<file path="src/rtl/uop_encoding_pkg.sv">
// rtl/uop_encoding_pkg.sv - store-unit minor op encoding plus AMO unit state and function enums
// Atomic ops occupy one contiguous block; within it each W op is even and its D twin is odd.
package uop_encoding_pkg;

  localparam int STU_OP_WIDTH = 6;

  typedef enum logic [STU_OP_WIDTH-1:0] {
    STU_NOP      = 6'h00,
    STU_LD       = 6'h01,
    STU_SD       = 6'h02,
    STU_LRW      = 6'h08,
    STU_LRD      = 6'h09,
    STU_SCW      = 6'h0A,
    STU_SCD      = 6'h0B,
    STU_AMOSWAPW = 6'h0C,
    STU_AMOSWAPD = 6'h0D,
    STU_AMOADDW  = 6'h0E,
    STU_AMOADDD  = 6'h0F,
    STU_AMOANDW  = 6'h10,
    STU_AMOANDD  = 6'h11,
    STU_AMOORW   = 6'h12,
    STU_AMOORD   = 6'h13,
    STU_AMOXORW  = 6'h14,
    STU_AMOXORD  = 6'h15,
    STU_AMOMAXW  = 6'h16,
    STU_AMOMAXD  = 6'h17,
    STU_AMOMAXUW = 6'h18,
    STU_AMOMAXUD = 6'h19,
    STU_AMOMINW  = 6'h1A,
    STU_AMOMIND  = 6'h1B,
    STU_AMOMINUW = 6'h1C,
    STU_AMOMINUD = 6'h1D,
    STU_FENCE    = 6'h20
  } stu_minor_op_t;

  typedef enum logic [2:0] {
    ST_IDLE,
    ST_RD_REQ,
    ST_RD_WAIT,
    ST_WR_REQ,
    ST_RESP
  } amo_state_t;

  typedef enum logic [3:0] {
    AMO_SWAP,
    AMO_ADD,
    AMO_AND,
    AMO_OR,
    AMO_XOR,
    AMO_MAX,
    AMO_MAXU,
    AMO_MIN,
    AMO_MINU
  } amo_func_t;

  function automatic logic op_is_amo(stu_minor_op_t op);
    return (op >= STU_LRW) && (op <= STU_AMOMINUD);
  endfunction

  function automatic logic op_is_word(stu_minor_op_t op);
    return ~op[0];
  endfunction

  function automatic logic op_is_lr(stu_minor_op_t op);
    return (op == STU_LRW) || (op == STU_LRD);
  endfunction

  function automatic logic op_is_sc(stu_minor_op_t op);
    return (op == STU_SCW) || (op == STU_SCD);
  endfunction

  function automatic amo_func_t amo_func_of(stu_minor_op_t op);
    case (op)
      STU_AMOADDW,  STU_AMOADDD:  return AMO_ADD;
      STU_AMOANDW,  STU_AMOANDD:  return AMO_AND;
      STU_AMOORW,   STU_AMOORD:   return AMO_OR;
      STU_AMOXORW,  STU_AMOXORD:  return AMO_XOR;
      STU_AMOMAXW,  STU_AMOMAXD:  return AMO_MAX;
      STU_AMOMAXUW, STU_AMOMAXUD: return AMO_MAXU;
      STU_AMOMINW,  STU_AMOMIND:  return AMO_MIN;
      STU_AMOMINUW, STU_AMOMINUD: return AMO_MINU;
      default:                    return AMO_SWAP;
    endcase
  endfunction

endpackage

</file>
<file path="src/rtl/l1d_amo_alu.sv">
// rtl/l1d_amo_alu.sv - combinational read-modify-write function for atomic memory ops
// Word results are replicated across the doubleword so the byte mask alone picks the lane.
module l1d_amo_alu
  import uop_encoding_pkg::*;
#(
  parameter int XLEN = 64
) (
  input  amo_func_t        op,
  input  logic [XLEN-1:0]  old,
  input  logic [XLEN-1:0]  operand,
  input  logic             is_word,
  output logic [XLEN-1:0]  new_data
);

  logic [31:0]     old_w;
  logic [31:0]     opd_w;
  logic [31:0]     res_w;
  logic [XLEN-1:0] res_d;
  logic            lt_s_w, lt_u_w, lt_s_d, lt_u_d;

  always_comb begin
    old_w  = old[31:0];
    opd_w  = operand[31:0];
    lt_s_w = $signed(old_w) < $signed(opd_w);
    lt_u_w = old_w < opd_w;
    lt_s_d = $signed(old) < $signed(operand);
    lt_u_d = old < operand;
    res_w  = opd_w;
    res_d  = operand;
    case (op)
      AMO_ADD:  begin res_w = old_w + opd_w;            res_d = old + operand;            end
      AMO_AND:  begin res_w = old_w & opd_w;            res_d = old & operand;            end
      AMO_OR:   begin res_w = old_w | opd_w;            res_d = old | operand;            end
      AMO_XOR:  begin res_w = old_w ^ opd_w;            res_d = old ^ operand;            end
      AMO_MAX:  begin res_w = lt_s_w ? opd_w : old_w;   res_d = lt_s_d ? operand : old;   end
      AMO_MAXU: begin res_w = lt_u_w ? opd_w : old_w;   res_d = lt_u_d ? operand : old;   end
      AMO_MIN:  begin res_w = lt_s_w ? old_w : opd_w;   res_d = lt_s_d ? old : operand;   end
      AMO_MINU: begin res_w = lt_u_w ? old_w : opd_w;   res_d = lt_u_d ? old : operand;   end
      default:  begin res_w = opd_w;                    res_d = operand;                  end
    endcase
    new_data = is_word ? {(XLEN/32){res_w}} : res_d;
  end

endmodule

</file>
<file path="src/rtl/l1d_amo_unit.sv">
// rtl/l1d_amo_unit.sv - L1D atomic unit: LR/SC reservation and AMO read-modify-write sequencing
// One request in flight; reads and writes go to the cache as aligned doublewords.
module l1d_amo_unit
  import uop_encoding_pkg::*;
#(
  parameter int XLEN       = 64,
  parameter int PADDR_W    = 56,
  parameter int ID_W       = 4,
  parameter int LINE_OFF_W = 6
) (
  input  logic                clk,
  input  logic                rst_n,
  input  logic                req_vld,
  output logic                req_rdy,
  input  stu_minor_op_t       req_op,
  input  logic [PADDR_W-1:0]  req_addr,
  input  logic [XLEN-1:0]     req_data,
  input  logic [ID_W-1:0]     req_id,
  output logic                rd_vld,
  input  logic                rd_rdy,
  output logic [PADDR_W-1:0]  rd_addr,
  input  logic                rd_resp_vld,
  input  logic [XLEN-1:0]     rd_resp_data,
  output logic                wr_vld,
  input  logic                wr_rdy,
  output logic [PADDR_W-1:0]  wr_addr,
  output logic [XLEN-1:0]     wr_data,
  output logic [XLEN/8-1:0]   wr_mask,
  output logic                resp_vld,
  input  logic                resp_rdy,
  output logic [ID_W-1:0]     resp_id,
  output logic [XLEN-1:0]     resp_data,
  output logic                resp_err,
  input  logic                inv_vld,
  input  logic [PADDR_W-1:0]  inv_addr
);

  localparam int LINE_W = PADDR_W - LINE_OFF_W;
  localparam int MASK_W = XLEN / 8;

  amo_state_t         state_q, state_d;
  stu_minor_op_t      op_q, op_d;
  logic [PADDR_W-1:2] addr_q, addr_d;
  logic [XLEN-1:0]    data_q, data_d;
  logic [ID_W-1:0]    id_q, id_d;
  logic [XLEN-1:0]    wr_data_q, wr_data_d;
  logic [MASK_W-1:0]  wr_mask_q, wr_mask_d;
  logic [XLEN-1:0]    resp_data_q, resp_data_d;
  logic               resp_err_q, resp_err_d;
  logic               resv_vld_q, resv_vld_d;
  logic [LINE_W-1:0]  resv_line_q, resv_line_d;

  logic [LINE_W-1:0]  req_line, cur_line, inv_line;
  logic               misaligned, sc_ok;
  logic [31:0]        old_word;
  logic [XLEN-1:0]    old_ext, alu_operand, alu_new;
  amo_func_t          alu_func;
  logic               alu_is_word;

  function automatic logic [MASK_W-1:0] lane_mask(logic word, logic upper);
    if (!word) return '1;
    return upper ? MASK_W'(8'hF0) : MASK_W'(8'h0F);
  endfunction

  assign req_line   = req_addr[PADDR_W-1:LINE_OFF_W];
  assign cur_line   = addr_q[PADDR_W-1:LINE_OFF_W];
  assign inv_line   = LINE_W'(inv_addr >> LINE_OFF_W);
  assign misaligned = op_is_word(req_op) ? (req_addr[1:0] != 2'b00) : (req_addr[2:0] != 3'b000);

  // In IDLE the ALU only forwards SC store data; afterwards it does the AMO on returned data.
  assign old_word    = rd_resp_data[{addr_q[2], 5'd0} +: 32];
  assign old_ext     = op_is_word(op_q) ? {{(XLEN-32){old_word[31]}}, old_word} : rd_resp_data;
  assign alu_func    = (state_q == ST_IDLE) ? AMO_SWAP : amo_func_of(op_q);
  assign alu_operand = (state_q == ST_IDLE) ? req_data : data_q;
  assign alu_is_word = op_is_word((state_q == ST_IDLE) ? req_op : op_q);

  l1d_amo_alu #(.XLEN(XLEN)) u_alu (
    .op       (alu_func),
    .old      (old_ext),
    .operand  (alu_operand),
    .is_word  (alu_is_word),
    .new_data (alu_new)
  );

  always_comb begin
    state_d     = state_q;
    op_d        = op_q;
    addr_d      = addr_q;
    data_d      = data_q;
    id_d        = id_q;
    wr_data_d   = wr_data_q;
    wr_mask_d   = wr_mask_q;
    resp_data_d = resp_data_q;
    resp_err_d  = resp_err_q;
    resv_vld_d  = resv_vld_q;
    resv_line_d = resv_line_q;
    sc_ok       = 1'b0;

    if (inv_vld && resv_vld_q && (inv_line == resv_line_q)) begin
      resv_vld_d = 1'b0;
    end

    case (state_q)
      ST_IDLE: begin
        if (req_vld) begin
          op_d        = req_op;
          addr_d      = req_addr[PADDR_W-1:2];
          data_d      = req_data;
          id_d        = req_id;
          resp_err_d  = 1'b0;
          resp_data_d = '0;
          if (!op_is_amo(req_op) || misaligned) begin
            resp_err_d = 1'b1;
            state_d    = ST_RESP;
          end else if (op_is_sc(req_op)) begin
            // A snoop to the reserved line in this same cycle must beat the SC.
            sc_ok = resv_vld_q && (resv_line_q == req_line) &&
                    !(inv_vld && (inv_line == req_line));
            resv_vld_d = 1'b0;
            if (sc_ok) begin
              wr_data_d = alu_new;
              wr_mask_d = lane_mask(op_is_word(req_op), req_addr[2]);
              state_d   = ST_WR_REQ;
            end else begin
              resp_data_d = XLEN'(1);
              state_d     = ST_RESP;
            end
          end else begin
            state_d = ST_RD_REQ;
          end
        end
      end
      ST_RD_REQ: begin
        if (rd_rdy) state_d = ST_RD_WAIT;
      end
      ST_RD_WAIT: begin
        if (rd_resp_vld) begin
          resp_data_d = old_ext;
          if (op_is_lr(op_q)) begin
            resv_vld_d  = 1'b1;
            resv_line_d = cur_line;
            state_d     = ST_RESP;
          end else begin
            wr_data_d = alu_new;
            wr_mask_d = lane_mask(op_is_word(op_q), addr_q[2]);
            if (resv_line_q == cur_line) resv_vld_d = 1'b0;
            state_d = ST_WR_REQ;
          end
        end
      end
      ST_WR_REQ: begin
        if (wr_rdy) state_d = ST_RESP;
      end
      ST_RESP: begin
        if (resp_rdy) state_d = ST_IDLE;
      end
      default: state_d = ST_IDLE;
    endcase
  end

  always_ff @(posedge clk or negedge rst_n) begin
    if (!rst_n) begin
      state_q     <= ST_IDLE;
      op_q        <= STU_NOP;
      addr_q      <= '0;
      data_q      <= '0;
      id_q        <= '0;
      wr_data_q   <= '0;
      wr_mask_q   <= '0;
      resp_data_q <= '0;
      resp_err_q  <= 1'b0;
      resv_vld_q  <= 1'b0;
      resv_line_q <= '0;
    end else begin
      state_q     <= state_d;
      op_q        <= op_d;
      addr_q      <= addr_d;
      data_q      <= data_d;
      id_q        <= id_d;
      wr_data_q   <= wr_data_d;
      wr_mask_q   <= wr_mask_d;
      resp_data_q <= resp_data_d;
      resp_err_q  <= resp_err_d;
      resv_vld_q  <= resv_vld_d;
      resv_line_q <= resv_line_d;
    end
  end

  assign req_rdy   = rst_n && (state_q == ST_IDLE);
  assign rd_vld    = (state_q == ST_RD_REQ);
  assign wr_vld    = (state_q == ST_WR_REQ);
  assign resp_vld  = (state_q == ST_RESP);
  assign rd_addr   = {addr_q[PADDR_W-1:3], 3'b000};
  assign wr_addr   = {addr_q[PADDR_W-1:3], 3'b000};
  assign wr_data   = wr_data_q;
  assign wr_mask   = wr_mask_q;
  assign resp_id   = id_q;
  assign resp_data = resp_data_q;
  assign resp_err  = resp_err_q;

endmodule

</file>
<file path="config.mk">
export PLATFORM = sky130hd
export DESIGN_NAME = l1d_amo_unit
export DESIGN_NICKNAME = d
export VERILOG_FILES = /design/src/rtl/uop_encoding_pkg.sv /design/src/rtl/l1d_amo_alu.sv /design/src/rtl/l1d_amo_unit.sv
export SDC_FILE = /design/constraint.sdc
export NUM_CORES = 1
export LEC_CHECK = 0
export CAP_MARGIN = 20
export CORE_ASPECT_RATIO = 1.1
export CORE_UTILIZATION = 45
export DETAILED_ROUTE_END_ITERATION = 6
export PLACE_DENSITY_LB_ADDON = 0.1
export SLEW_MARGIN = 40
export SYNTH_ARGS = -nofsm -noshare
export SYNTH_HDL_FRONTEND = slang
export SYNTH_SLANG_ARGS = --single-unit
export TNS_END_PERCENT = 10
</file>
<file path="constraint.sdc">
create_clock -name clk -period 6.5 [get_ports clk]
set_clock_uncertainty 0.1 [all_clocks]
set_input_delay 1.3 -clock clk [delete_from_list [all_inputs] [get_ports clk]]
set_output_delay 1.3 -clock clk [all_outputs]
set_load 0.1 [all_outputs]
</file>
==> metrics.md, run 1 <==
| Metric | Value |
|---|---|
| Vias/cell | `6.123` |
| Min-delay src | `resp_id[2]$_DFFE_PN0P_` |
| First-pass GRT wire length | `181,900 µm` |
| Post-synth EDFFs | `0` |
| Critical path class | `flop to flop` |
| Most numerous cell on the critical path | `buf_4` |
| Yosys warns | `0` |
| H-Tree Depth | `2` |
| Metal-1 WL | `46,510 µm` |
| Violated checks | `DRC` |
| Die width | `233.5 µm` |
| RePlAce Congestion | `1.082` |
| CTS tree | `yes` |
| Max cap viols | `0` |
| Hold-critical path endpoint | `resp_id[2]$_DFFE_PN0P_` |
| CTS root buffer | `clkbuf_16` |
| WP data arrival | `6.67 ns` |
| CP cell instances | `or3_2 > mux2i_1 > inv_1 > ha_1 > nor4b_1 > a2111oi_1 > buf_4 > o221ai_1 > a211oi_2 > buf_4 > o221ai_4 > a41oi_4 > buf_4 > mux4_2 > buf_12 > nand2_1 > a221oi_1 > buf_4 > a221oi_1` |
| Vias in the first global route | `27,192` |
| Final setup fails | `0` |
| Final core occ | `57.59%` |
| Relative slew slack | `40.76%` |
| Routed WL | `126,800 µm` |
| CP max stage cell | `or3_2` |
| Die height | `256.7 µm` |
| Die area | `59,940 µm²` |
| Largest net degree at the start of global routing | `105` |
| Register-to-Register Path Depth | `19` |
| Cts hold-fix bufs | `0` |
| FMAX | `158.0 MHz` |
| DRC errors left | `104` |
| Initial Utilization | `45.91%` |
| Worst-path clk slew | `0.06 ns` |
| Grt ovf | `0` |
| Slew Limit Fails | `0` |
| Clk buf depth | `3` |
| Io pins | `515` |
| # resized after CTS | `0` |
| Filler cells | `5,380` |
| Commonest register cell after synthesis | `dfrtp_1` |
| Endpoints failing hold | `0` |
| Crit. End Element | `flop` |
| Post-synthesis async set-or-reset flop share | `100.0%` |
| Top layer used by detailed routing | `met5` |
| Post-CTS Setup Bufs | `0` |
| First DRT Iteration DRCs | `2,906` |
| Sequential share of the synthesized area | `29.52%` |
| CTS buffer count | `37` |
| RSZ-0062 raised after global routing | `false` |
| Port-buffer cells | `502` |
| RR Endpoint | `wr_data[44]$_DFFE_PN0P_` |
| Final Critical Period | `6.329 ns` |
| Wire per inst | `27.55 µm` |
| Met3 wire length | `12,330 µm` |
| Antenna violations before repair | `19` |
| Crit path largest cell delay | `0.83 ns` |
| Detail Route Antenna Nets | `0` |
| Actual slew at the worst max-slew pin | `0.8662 ns` |
| RR Startpoint | `state_q[0]$_DFFE_PN0P_` |
| Most frequent cells in the layout | `nand2_1, dfrtp_1, buf_2, clkdlybuf4s50_1, buf_4` |
| Fin nets | `4,266` |
| DR vias | `28,180` |
| Core Region | `57,790 µm²` |
| Yosys reg bits | `313` |
| Crit-path max FO | `21` |
| Run status | `finished with violations` |
| Rows | `92` |
| Later-pin clock latency in the skew report | `0.59 ns` |
| Worst Hold Class | `flop to flop` |
| HPWL Detailed | `99,850 µm` |
| CP Data Required Time | `6.84 ns` |
| Synth Cell Area | `26,530 µm²` |
| Most common cell after layout, fill and taps aside | `nand2_1` |
| Total track usage | `41.49%` |
| Fin crit share | `97.37%` |
| Area Growth Syn to Fin | `25.43%` |
| Syn avg cell area | `7.975 µm²` |
| Length of routed met2 wiring | `58,110 µm` |
| Cell count after synthesis | `3,327` |
| Cell variety after synth | `83` |
| Clk sinks | `313` |
| Startpoint Class | `flop` |
| FF-to-FF setup slack | `0.17 ns` |
| Initial DRT Pass Iterations | `7` |
| Layout cell share with drive strength beyond 1 | `18.09%` |
| WHS Path Cells | `2` |
[metrics by stage]
step / setup WS, ns / TNS, ns / area [µm²] / hold slack (ns) / instances
after floorplan: 0.7755 / 0 / 26550 / 0.3374 / 3332
after global placement: -0.05047 / -0.05047 / 33120 / 0.3531 / 4528
after detailed placement: -0.2108 / -1.663 / 31890 / 0.3580 / 4528
after CTS: 0.08698 / 0 / 33210 / 0.3727 / 4593
after global routing: 0.04472 / 0 / 33260 / 0.3993 / 4595
final: 0.1710 / 0 / 33280 / 0.3721 / 4602
[registers in the layout (all words and copies together) (netlist names)]
signal / count
op_q: 6
data_q: 64
addr_q: 54
resp_id: 4
resv_line_q: 50
wr_mask: 2
resv_vld_q: 1
state_q: 3
resp_data: 64
wr_data: 64
resp_err: 1
[kinds of logic after synthesis]
logic type / share of synthesized area [%]
AOI/OAI and AO/OA: 20.91
xor gates and xnor gates: 7.196
adders and majority gates: 9.083
buffers and inverters: 8.748
DFF: 29.52
muxes: 5.838
other: 0.01413
and+or+nand+nor: 18.69
[worst max-delay path, delay by kind of cell (launching register included)]
kind,cells,cell delay [ns]
fa+ha+maj,1,0.40
compound gates,7,2.10
mux,2,0.94
flops,1,0.50
simple gates,3,1.00
buf+inv,6,1.11
[worst max-delay path by stage]
stage	start	cells after the start	slack, ns	to
6_report	state_q[0]$_DFFE_PN0P_	19	0.17	wr_data[44]$_DFFE_PN0P_
5_1_grt	state_q[0]$_DFFE_PN0P_	19	0.04	wr_data[41]$_DFFE_PN0P_
4_1_cts	state_q[0]$_DFFE_PN0P_	19	0.09	wr_data[44]$_DFFE_PN0P_
3_5_place_dp	req_data[19]	19	-0.21	wr_data[44]$_DFFE_PN0P_
3_3_place_gp	req_data[19]	19	-0.05	wr_data[44]$_DFFE_PN0P_
2_1_floorplan	state_q[2]$_DFFE_PN0P_	21	0.78	wr_data[41]$_DFFE_PN0P_
[area by class of cell]
class                           count  area, µm²  area share, %
Antenna cell                        8      20.02        0.06015
Multi-Input combinational cell   2528      16540          49.70
Tap cell                          752      940.9          2.827
Timing Repair Buffer              769       5997          18.02
Sequential cell                   313       7833          23.54
Clock inverter                     14      252.7         0.7595
Inverter                          167      626.9          1.884
Clock buffer                       51       1069          3.211
[Yosys cell counts (11+ instances only)]
cell         n  share of area (%)
nand2_1    686                9.7
dfrtp_1    313                 30
ha_1       191                9.0
nor2_1     185                2.6
a21oi_1    183                3.5
clkbuf_1   179                2.5
o21ai_0    177                3.3
inv_1      167                2.4
xor2_1     122                4.0
buf_4      120                3.4
xnor2_1     96                3.2
o31ai_1     81                2.3
mux2i_1     80                3.0
nand4_1     65                1.5
mux2_2      60                2.5
nor4_1      46                1.1
o211ai_1    44                1.2
nor3_1      43               0.81
o221ai_1    42                1.4
a21o_1      37                1.0
a211oi_1    36                1.0
a221oi_1    31                1.0
a31oi_1     29               0.68
nand3_1     25               0.47
o22ai_1     24               0.57
o21a_1      22               0.62
nor2b_1     16               0.38
o2111ai_1   15               0.50
buf_1       13               0.18
a22oi_1     12               0.34
and2_1      12               0.28
or2_2       11               0.26
[per-layer routing]
| metal | vias to the layer above | track usage (%) |
|---|---|---|
| li1 | 12545 | - |
| met1 | 13589 | 49.08 |
| met2 | 1670 | 66.79 |
| met3 | 360 | 9.775 |
| met4 | 16 | 27.18 |
| met5 | - | 0 |
Power of run 1 is not shown: default switching activity piles up to over one toggle a cycle in this logic, so the estimate is an artifact.
==> run 2: changes to the inputs <==
--- a/config.mk
+++ b/config.mk
@@ -10,4 +10,5 @@
 export CORE_UTILIZATION = 45
 export DETAILED_ROUTE_END_ITERATION = 6
+export HOLD_SLACK_MARGIN = 0.02
 export PLACE_DENSITY_LB_ADDON = 0.1
 export SLEW_MARGIN = 40
==> constraint.sdc (replaced) <==
create_clock -name clk -period 6.5 [get_ports clk]
set_clock_uncertainty 0.1 [all_clocks]
set_input_delay 1.625 -clock clk [delete_from_list [all_inputs] [get_ports clk]]
set_output_delay 1.625 -clock clk [all_outputs]
set_load 0.1 [all_outputs]
==> run 2 against run 1 <==
The run still ends with DRC left. Non-clock buffer count is 158 higher. Worst setup slack got worse by 0.013 ns. First-iteration DRC count rose by 19%. Global-route usage increased by 1.9 points. Via count rose by 3.4%. Worst hold slack lost 0.00060 ns. Die area did not move. Clock-buffer cell count unchanged. Cell count is 3.4% higher.
==> metrics.md, run 2 (synthesized netlist as in run 1, its figures left out) <==
| Metric | Value |
|---|---|
| Run status | `finished with violations` |
| Violated checks | `DRC` |
| Vias in the first global route | `28,232 (+3.8%)` |
| Setup TNS | `0 ns (unchanged)` |
| Io pins | `515 (unchanged)` |
| DRC errors left | `104 (unchanged)` |
| First DRT Iteration DRCs | `3,458 (+19%)` |
| Most common cell after layout, fill and taps aside | `nand2_1` |
| Port-buffer cells | `502 (unchanged)` |
| Crit. End Element | `flop` |
| Clk buf depth | `3 (unchanged)` |
| Core Region | `57,790 µm² (unchanged)` |
| Critical path class | `input pin to flop` |
| CP Data Required Time | `6.88 ns (+0.04 ns)` |
| Initial DRT Pass Iterations | `7 (unchanged)` |
| # resized after CTS | `0 (unchanged)` |
| CTS buffer count | `38 (+2.7%)` |
| Grt ovf | `0 (unchanged)` |
| Routed WL | `132,700 µm (+4.6%)` |
| Filler cells | `5,140 (-4.5%)` |
| First-pass GRT wire length | `189,500 µm (+4.2%)` |
| Post-CTS Setup Bufs | `0 (unchanged)` |
| Worst-path clk slew | `0.06 ns (about the same)` |
| Placed inst area | `33,100 µm² (+3.8%)` |
| Fin nets | `4,425 (+3.7%)` |
| Total track usage | `43.35% (+1.9 points)` |
| Later-pin clock latency in the skew report | `0.58 ns (about the same)` |
| Startpoint Class | `input pin` |
| CTS tree | `yes` |
| CP cell instances | `clkdlybuf4s50_1 > mux2i_1 > nand2_1 > buf_12 > buf_4 > o21ai_0 > inv_1 > ha_1 > nor4_1 > buf_4 > nand3_1 > buf_4 > nor3_1 > buf_4 > a41oi_4 > mux2i_2 > mux2_4 > buf_12 > o2111ai_1 > o211ai_1 > a221oi_1` |
| Clk sinks | `313 (unchanged)` |
| Most numerous cell on the critical path | `buf_4` |
| H-Tree Depth | `2 (unchanged)` |
| Min-delay src | `resp_data[31]$_DFFE_PN0P_` |
| CP max stage cell | `clkdlybuf4s50_1` |
| Final Critical Period | `6.342 ns (+0.01298 ns)` |
| DR vias | `29,148 (+3.4%)` |
| Fin crit share | `97.57% (+0.20 points)` |
| Max cap viols | `0 (unchanged)` |
| Detail Route Antenna Nets | `0 (unchanged)` |
| HPWL Detailed | `104,300 µm (+4.5%)` |
| CP startpoint | `rd_resp_data[63]` |
| Largest net degree at the start of global routing | `107 (+1.9%)` |
| Layout cell share with drive strength beyond 1 | `21.47% (+3.4 points)` |
| Final setup fails | `0 (unchanged)` |
| WP data arrival | `6.73 ns (+0.06 ns)` |
| Wire per inst | `27.87 µm (+1.2%)` |
| Vias/cell | `6.124 (about the same)` |
| Relative slew slack | `38.93% (-1.8 points)` |
| Endpoints failing hold | `0 (unchanged)` |
| Slew Limit Fails | `0 (unchanged)` |
| RR Endpoint | `wr_data[41]$_DFFE_PN0P_` |
| Most frequent cells in the layout | `nand2_1, buf_4, dfrtp_1, clkdlybuf4s50_1, buf_2` |
| Actual slew at the worst max-slew pin | `0.9160 ns (+0.04983 ns)` |
| Cts hold-fix bufs | `0 (unchanged)` |
| DP Cell Count | `4,687 (+3.5%)` |
| Initial Utilization | `45.91% (unchanged)` |
| FF-to-FF setup slack | `0.28 ns (+0.11 ns)` |
| Rows | `92 (unchanged)` |
| Area Growth Syn to Fin | `30.10%` |
| Antenna violations before repair | `21 (+2)` |
| Die area | `59,940 µm² (unchanged)` |
| FMAX | `157.7 MHz (-0.21%)` |
| Die width | `233.5 µm (unchanged)` |
| End of the critical path | `wr_data[41]$_DFFE_PN0P_` |
| Final instance area | `34,520 µm² (+3.7%)` |
| Register-to-Register Path Depth | `18 (-1)` |
| CTS root buffer | `clkbuf_16` |
| Crit path largest cell delay | `0.52 ns (-0.31 ns)` |
| RePlAce Congestion | `1.090 (+0.70%)` |
| RSZ-0062 raised after global routing | `false` |
| Crit-path max FO | `18 (-14%)` |
| RR Startpoint | `state_q[2]$_DFFE_PN0P_` |
| Post-route insts no fill | `4,760 (+3.4%)` |
| Worst Hold Class | `flop to flop` |
| Die height | `256.7 µm (unchanged)` |
[run 2: layout make-up]
type | instances | area (µm²) | area share (%)
Inverter | 167 | 626.9 | 1.816
Clock inverter | 15 | 234.0 | 0.6779
Tap cell | 752 | 940.9 | 2.726
Antenna cell | 7 | 17.52 | 0.05075
Timing Repair Buffer | 927 | 7182 | 20.81
Sequential cell | 313 | 7833 | 22.69
Clock buffer | 51 | 1131 | 3.277
Multi-Input combinational cell | 2528 | 16550 | 47.95
[run 2: stage by stage]
step / util, % / hold slack [ns] / setup WS, ns
2_1_floorplan: - / 0.3374 / 0.7755
3_3_place_gp: 59.36 / 0.3518 / -0.2821
3_5_place_dp: 57.28 / 0.3549 / -0.4385
4_1_cts: 59.64 / 0.3753 / 0.1838
5_1_grt: 59.71 / 0.3936 / 0.009933
6_report: 59.73 / 0.3715 / 0.1580
[run 2: critical path, delay by kind of cell]
| kind | cells | cell delay (ns) |
|---|---|---|
| AOI/OAI and AO/OA | 5 | 1.20 |
| adders and majority gates | 1 | 0.32 |
| muxes | 3 | 0.85 |
| and+or+nand+nor | 4 | 0.88 |
| buffers and inverters | 8 | 1.78 |
[run 2: how the worst min path moves through the flow]
stage	endpoint	slack (ns)	depth (start not counted)
after detailed placement	data_q[1]$_DFFE_PN0P_	0.35	2
final	resp_data[31]$_DFFE_PN0P_	0.37	2
after floorplan	data_q[1]$_DFFE_PN0P_	0.34	2
after global placement	data_q[1]$_DFFE_PN0P_	0.35	2
after global routing	data_q[24]$_DFFE_PN0P_	0.39	2
after CTS	resp_data[31]$_DFFE_PN0P_	0.38	2
[run 2: metal layers]
layer	share of wire (%)	global-route usage, %
met1	36	50.32
met2	45	69.13
met3	10	11.97
met4	8.2	29.46
met5	0.14	0
Power of run 2 is left out for the same reason.
